[src/rtl/sub_4bit_lut_if.sv]
// Operand/result bundle for the pipelined LUT subtractor.
// Master drives start/a/b/bin and slave returns ready/d/bout.
// No backpressure signal: the slave accepts one operand set every clock.
interface sub_4bit_lut_if #(
    parameter int WIDTH = 4
);
    logic             start;
    logic [WIDTH-1:0] a;
    logic [WIDTH-1:0] b;
    logic             bin;
    logic             ready;
    logic [WIDTH-1:0] d;
    logic             bout;

    modport master (
        output start, a, b, bin,
        input  ready, d, bout
    );

    modport slave (
        input  start, a, b, bin,
        output ready, d, bout
    );
endinterface

[src/rtl/sub_4bit_lut.sv]
// Pipelined ripple subtractor d = a - b - bin built from 2-bit LUT slices.
// Latency: WIDTH/2 clocks (result visible after edge N+NSTG-1), 1 result/clk.
// No backpressure: operands are accepted whenever start=1; consumers qualify with ready.
module sub_4bit_lut #(
    parameter int WIDTH = 4
) (
    input  logic          clk,
    input  logic          reset,
    sub_4bit_lut_if.slave bus
);
    // WIDTH is expected to be even and at least 2.
    localparam int NSTG = WIDTH / 2;

    // 2-bit subtract slice: index {a1,b1,a0,b0,bi} -> {bo,d1,d0}.
    function automatic logic [2:0] slice_lut(input logic [4:0] idx);
        logic [2:0] r;
        case (idx)
            5'd0:    r = 3'b000;
            5'd1:    r = 3'b111;
            5'd2:    r = 3'b111;
            5'd3:    r = 3'b110;
            5'd4:    r = 3'b001;
            5'd5:    r = 3'b000;
            5'd6:    r = 3'b000;
            5'd7:    r = 3'b111;
            5'd8:    r = 3'b110;
            5'd9:    r = 3'b101;
            5'd10:   r = 3'b101;
            5'd11:   r = 3'b100;
            5'd12:   r = 3'b111;
            5'd13:   r = 3'b110;
            5'd14:   r = 3'b110;
            5'd15:   r = 3'b101;
            5'd16:   r = 3'b010;
            5'd17:   r = 3'b001;
            5'd18:   r = 3'b001;
            5'd19:   r = 3'b000;
            5'd20:   r = 3'b011;
            5'd21:   r = 3'b010;
            5'd22:   r = 3'b010;
            5'd23:   r = 3'b001;
            5'd24:   r = 3'b000;
            5'd25:   r = 3'b111;
            5'd26:   r = 3'b111;
            5'd27:   r = 3'b110;
            5'd28:   r = 3'b001;
            5'd29:   r = 3'b000;
            5'd30:   r = 3'b000;
            5'd31:   r = 3'b111;
            default: r = 3'b000;
        endcase
        return r;
    endfunction

    logic [NSTG-1:0]  vld_d;
    logic [NSTG-1:0]  vld_q;
    logic             last_vld;   // an operation is entering the final stage this cycle
    logic [NSTG-1:0]  brw_w;      // registered borrow out of each stage
    logic [WIDTH-1:0] d_w;

    // Valid shift register: bit k marks stage k's registers as holding a live operation.
    always_comb begin
        vld_d    = '0;
        vld_d[0] = bus.start;
        for (int j = 1; j < NSTG; j++) begin
            vld_d[j] = vld_q[j-1];
        end
    end

    // Valid bits clear on reset so in-flight work is dropped.
    always_ff @(posedge clk) begin
        if (!reset) begin
            vld_q <= '0;
        end else begin
            vld_q <= vld_d;
        end
    end

    if (NSTG == 1) begin : g_lv_single
        assign last_vld = bus.start;
    end else begin : g_lv_multi
        assign last_vld = vld_q[NSTG-2];
    end

    for (genvar k = 0; k < NSTG; k++) begin : g_stg
        // Result of slice k still needs NSTG-1-k delay registers after its own.
        localparam int L = NSTG - k;

        logic [1:0] a_op;
        logic [1:0] b_op;
        logic       bi;
        logic [2:0] lut_o;
        logic [1:0] res_d [L];
        logic [1:0] res_q [L];
        logic       brw_d;
        logic       brw_q;

        if (k == 0) begin : g_in
            assign a_op = bus.a[1:0];
            assign b_op = bus.b[1:0];
            assign bi   = bus.bin;
        end else begin : g_skew
            logic [1:0] a_sk_q [k];
            logic [1:0] b_sk_q [k];

            // Delay this slice's operand bits by k clocks to meet the rippling borrow.
            always_ff @(posedge clk) begin
                if (!reset) begin
                    a_sk_q <= '{default: '0};
                    b_sk_q <= '{default: '0};
                end else begin
                    a_sk_q[0] <= bus.a[2*k+1 -: 2];
                    b_sk_q[0] <= bus.b[2*k+1 -: 2];
                    for (int j = 1; j < k; j++) begin
                        a_sk_q[j] <= a_sk_q[j-1];
                        b_sk_q[j] <= b_sk_q[j-1];
                    end
                end
            end

            assign a_op = a_sk_q[k-1];
            assign b_op = b_sk_q[k-1];
            assign bi   = brw_w[k-1];
        end

        assign lut_o = slice_lut({a_op[1], b_op[1], a_op[0], b_op[0], bi});

        // Next state of the result chain; the output-facing register only loads valid results.
        always_comb begin
            res_d    = res_q;
            res_d[0] = lut_o[1:0];
            for (int j = 1; j < L; j++) begin
                res_d[j] = res_q[j-1];
            end
            if (!last_vld) begin
                res_d[L-1] = res_q[L-1];
            end
            brw_d = lut_o[2];
            if ((k == NSTG - 1) && !last_vld) begin
                brw_d = brw_q;
            end
        end

        // Slice result and borrow registers.
        always_ff @(posedge clk) begin
            if (!reset) begin
                res_q <= '{default: '0};
                brw_q <= 1'b0;
            end else begin
                res_q <= res_d;
                brw_q <= brw_d;
            end
        end

        assign d_w[2*k+1 -: 2] = res_q[L-1];
        assign brw_w[k]        = brw_q;
    end

    assign bus.ready = vld_q[NSTG-1];
    assign bus.d     = d_w;
    assign bus.bout  = brw_w[NSTG-1];
endmodule
[src/flat_wrapper.sv]
// flat-port wrapper written by rule: the top's interface ports become plain ports
module sub_4bit_lut_flat 
#(
    parameter int WIDTH = 4
)
  (clk, reset, bus_start, bus_a, bus_b, bus_bin, bus_ready, bus_d, bus_bout);
  sub_4bit_lut_if #(.WIDTH(WIDTH)) bus_i ();
  input  logic clk;
  input  logic reset;
  input wire logic [$bits(bus_i.start)-1:0] bus_start;
  input wire logic [$bits(bus_i.a)-1:0] bus_a;
  input wire logic [$bits(bus_i.b)-1:0] bus_b;
  input wire logic [$bits(bus_i.bin)-1:0] bus_bin;
  output wire logic [$bits(bus_i.ready)-1:0] bus_ready;
  output wire logic [$bits(bus_i.d)-1:0] bus_d;
  output wire logic [$bits(bus_i.bout)-1:0] bus_bout;
  assign bus_i.start = bus_start;
  assign bus_i.a = bus_a;
  assign bus_i.b = bus_b;
  assign bus_i.bin = bus_bin;
  assign bus_ready = bus_i.ready;
  assign bus_d = bus_i.d;
  assign bus_bout = bus_i.bout;
  sub_4bit_lut #(.WIDTH(WIDTH)) u_core (.clk(clk), .reset(reset), .bus(bus_i));
endmodule
[config.mk]
export PLATFORM = sky130hd
export DESIGN_NAME = sub_4bit_lut_flat
export DESIGN_NICKNAME = d
export VERILOG_FILES = /design/src/rtl/sub_4bit_lut_if.sv /design/src/rtl/sub_4bit_lut.sv /design/src/flat_wrapper.sv
export SDC_FILE = /design/constraint.sdc
export NUM_CORES = 1
export LEC_CHECK = 0
export BUFFER_PORTS_ARGS = -buffer_cell sky130_fd_sc_hd__buf_2
export CAP_MARGIN = 20
export CORE_ASPECT_RATIO = 1.2
export CORE_MARGIN = 5
export CORE_UTILIZATION = 40
export CTS_CLUSTER_SIZE = 28
export DETAILED_ROUTE_END_ITERATION = 16
export GPL_ROUTABILITY_DRIVEN = 1
export SYNTH_ARGS = -nofsm -noshare
export SYNTH_HDL_FRONTEND = slang
export SYNTH_SLANG_ARGS = --single-unit
export TNS_END_PERCENT = 100
[constraint.sdc]
create_clock -name clk -period 3.15 [get_ports clk]
set_input_delay 0.1575 -clock clk [delete_from_list [all_inputs] [get_ports clk]]
set_output_delay 0.1575 -clock clk [all_outputs]
set_load 0.005 [all_outputs]
* Word level (Yosys, flattened, before mapping)
Memories as Yosys holds them, arrays and structs flattened. A register that Yosys moved wholly into a read port is not among the register bits.
Cells that the tools add are included.
** Word-level totals
- Output and inout bits :: 6
- Memories :: 2
- Bits of input ports :: 12
- Bits in registers :: 8
- Memory bits (read-only) :: 192
** Operators by class
- Reductions and logical operators :: 2
** Memories
- (name not given) :: depth 32, width 3, rd ports 1, clocked after memory_dff 1, write ports 0, RTL line sub_4bit_lut.sv:17 : case (idx)
- (name not given) :: depth 32, width 3, rd ports 1, clocked after memory_dff 1, write ports 0, RTL line sub_4bit_lut.sv:17
** Operator list (number)
- 1-bit zero test :: 2

* Logic depth before layout (Yosys ltp)
- Word-level depth :: 1
- Gate-level depth with buffers :: 6
- Mapped depth without buffers :: 6

* Worst setup path after synthesis
Ideal clock, no wire load.
- Path kind :: reg2reg
- Start point :: register u_core.g_stg[1].g_skew.b_sk_q, in the netlist u_core.g_stg[1].b_op[0]
- End point :: register u_core.g_stg[1].res_q[0] in the netlist's numbering
- Period minus slack after synthesis :: 1.094 ns
- Library setup time :: 0.116 ns
- Slack :: 2.056 ns
- Arrival :: 0.978 ns
- Required time :: 3.034 ns
- Cell stages (with the launch flop) :: 6
- Cells stage by stage :: dfxtp_1 > inv_1 > ha_1 > xnor2_1 > nand2_1 > o211a_1
** RTL lines
- start: declaration :: RTL line sub_4bit_lut.sv:104 : logic [1:0] b_sk_q [k];
- start signal: indexed assignment :: RTL line sub_4bit_lut.sv:116 : b_sk_q[j] <= b_sk_q[j-1];
- end: declaration :: RTL line sub_4bit_lut.sv:94 : logic [1:0] res_q [L];

==> run_results.csv <==
group,metric,value,unit
yosys,synth_top_cell_by_area,"dfxtp_1",
grt,use_met3,1.97,%
floorplan,chipHeight,54.6,um
clock_tree,numCtsBuffers,3,
power_and_ir_drop,report.power.total,0.000335,W
clock_tree,cts_num_sinks,14,
clock_tree,cts_setup_buffers,0,
yosys,syn_nets,88,
layout,diodes,0,
grt,grt-busiest-layer,"met2",
sta,fmaxAchievable,853,MHz
clock_tree,cts_resized,0,
grt,grt_first_pass_wirelength,1660,um
grt,grtUsageMet2,15.2,%
layout,nets,106,
yosys,yosysMostFrequentCell,"dfxtp_1",
sta,max_slew_margin,79.1,%
layout,final_area,769,um^2
layout,layout-drive-gt1-share,23.8,%
sta,drv_slew,0,
placed_design,io_buffers,17,
sta,setup_ws,1.98,ns
route,drt_wl_total,959,um
route,ant_nets,0,
sta,fin_skew,0.00402,ns
yosys,yosys.area_share.xor_xnor,5.28,%
yosys,synth_cells,68,
grt,track_usage,9.15,%
yosys,ys_top_cells_by_area,"dfxtp_1 (42%), ha_1 (15%), and2_1 (6.6%)",
floorplan,rows,16,
yosys,ys_ff_latch,14,
route,drt-pass1-iter-count,2,
yosys,synth_top_family_by_area,"adder cells",
job,maxCapViolCount,0,
floorplan,start_util,41.4,%
yosys,synth_edf_count,0,
yosys,synthMuxAreaShare,6.04,%
worst_setup_path,cp_max_fo,3,
yosys,ys.flop_type,"dfxtp_1",
route,wl_per_cell,9.40,um
worst_setup_path,required,3.31,ns
power_and_ir_drop,leakagePower,0.391,nW
clock_tree,clk_latency,0.26,ns
route,drc,0,
power_and_ir_drop,power_density,435,nW/um^2
yosys,synth-async-reset-ratio,0,%
floorplan,ios,18,
yosys,ys_types,21,
min_path,hp-start,"bus_a[2]",
clock_tree,clock_path_buffers,2,
clock_tree,postCtsHoldBufs,0,
yosys,synthSimpleGateAreaFrac,11.9,%
yosys,yosys_warnings,0,
grt,met1_usage,9.88,%
worst_setup_path,worstReg2RegStart,"u_core.g_stg[1].b_op[0]$_SDFF_PN0_",
worst_setup_path,critPathLaunch,"u_core.g_stg[1].b_op[0]$_SDFF_PN0_",
floorplan,core-area,1600,um^2
min_path,hp-class,"in2reg",
sta,setup_viol,0,
worst_setup_path,end_kind,"flop",
yosys,avgSynthCellArea,9.75,um^2
worst_setup_path,start_kind,"flop",
placed_design,place_ws,1.97,ns
sta,hold_ws,0.0832,ns
power_and_ir_drop,ir_drop,234,uV
yosys,syn_area,663,um^2
layout,fill_cells,172,
route,via_per_inst,4.51,
yosys,synth-compound-area-share,11.9,%
placed_design,place_area,747,um^2
layout,areaGrowthSynthToFinish,16.0,%
worst_setup_path,ff2ff_setup_slack,1.98,ns
yosys,synthAdderAreaFrac,15.1,%
worst_setup_path,crit_arrival,1.34,ns
yosys,synth_common_cells,"dfxtp_1 (14), ha_1 (8), and2_1 (7), inv_1 (7), nand2_1 (5)",
yosys,ys_seq_area_share,42.3,%
grt,grt_max_degree,15,
grt,antenna_found_initial,0,
sta,setup_tns,0,ns
floorplan,die_x,47.2,um
route,vias,460,
sta,finalHoldViolations,0,
sta,worst_pin_slew,0.314,ns
clock_tree,cts-root-buf,"clkbuf_4",
grt,grt_pass1_vias,431,
floorplan,dieArea,2580,um^2
placed_design,gp_congestion,0.681,
worst_setup_path,critPathKind,"reg2reg",
grt,grt_overflow,0,
clock_tree,cts_tree,"built",
route,drtIter0Drc,2,
sta,rsz0062_at_grt,"false",
yosys,yosysTopAreaCellShare,42.3,%
sta,fin_crit_sh,37.2,%
clock_tree,htreeDepth,1,
outcome,outcome,"finished clean",
sta,layout_min_cycle_time,1.17,ns
clock_tree,clk_pin_slew,0.07,ns
routing by layer:
metal	vias to the layer above	share of wire (%)
li1	251	-
met1	195	41
met2	12	52
met3	2	6.0
met4	0	0.83
met5	-	0
per-stage QoR:
stage | utilization (%) | instances
floorplan | - | 68
global placement | 46.6 | 99
detailed placement | 46.6 | 99
CTS | 48.0 | 102
global route | 48.0 | 102
finish | 48.0 | 102
sequential cells by signal, indices dropped and copies added, names as in the netlist:
signal              count
u_core.g_stg.res_q      4
u_core.bus.d            2
u_core.g_stg.a_op       2
u_core.g_stg.b_op       2
u_core.vld_q            2
u_core.bus.bout         1
u_core.g_stg.brw_q      1
cells in the final DEF, fill, tap and decap left out, drive strengths merged:
master	count
a21oi	2
ha	8
and2	7
buf	17
mux2i	4
a211oi	1
a31oi	1
nor2	1
a21boi	1
xnor2	2
nor2b	2
xor2	2
dfxtp	14
nand2	5
o21bai	1
inv	7
o211a	2
o21ai	4
clkbuf	3
report_power, final:
part	switching [W]	total, W	internal, W	leakage, nW
Sequential	0.00000719	0.000196	0.000188	0.116
Clock	0.0000482	0.0000923	0.0000441	0.0138
Combinational	0.0000213	0.0000470	0.0000257	0.261
Total	0.0000767	0.000335	0.000258	0.391
worst max-delay path: stages (launching register included):
cell and delay, ns:
dfxtp_1 0.36, inv_1 0.07, ha_1 0.30, xnor2_1 0.16, nand2_1 0.07, o211a_1 0.12
final timing paths:
kind	end	cells past startpoint
hold / removal	u_core.g_stg[1].a_op[0]$_SDFF_PN0_	2
hold reg to reg	u_core.bus.d[0]$_SDFFE_PN0P_	2
setup / recovery	u_core.g_stg[1].res_q[0]$_SDFFE_PN0P_	5
setup reg to reg	u_core.g_stg[1].res_q[0]$_SDFFE_PN0P_	5
cells by family (layout without fill, tap and decap cells):
kind of cell	after synthesis	count (layout)
and+or+nand+nor	15	15
adders and majority gates	8	8
AOI/OAI and AO/OA	12	12
buffers and inverters	11	27
DFF	14	14
muxes	4	4
xor gates and xnor gates	4	4
final cells by class:
| cell class | count | area [um^2] | share of cell area (%) |
|---|---|---|---|
| repair buffers | 17 | 85.1 | 11.1 |
| flip-flops and latches | 14 | 280 | 36.4 |
| well taps | 18 | 22.5 | 2.93 |
| inverters | 7 | 26.3 | 3.41 |
| clock buffers | 3 | 22.5 | 2.93 |
| multi-input cells | 43 | 333 | 43.3 |
No activity file was read; power rests on OpenSTA's default activity.
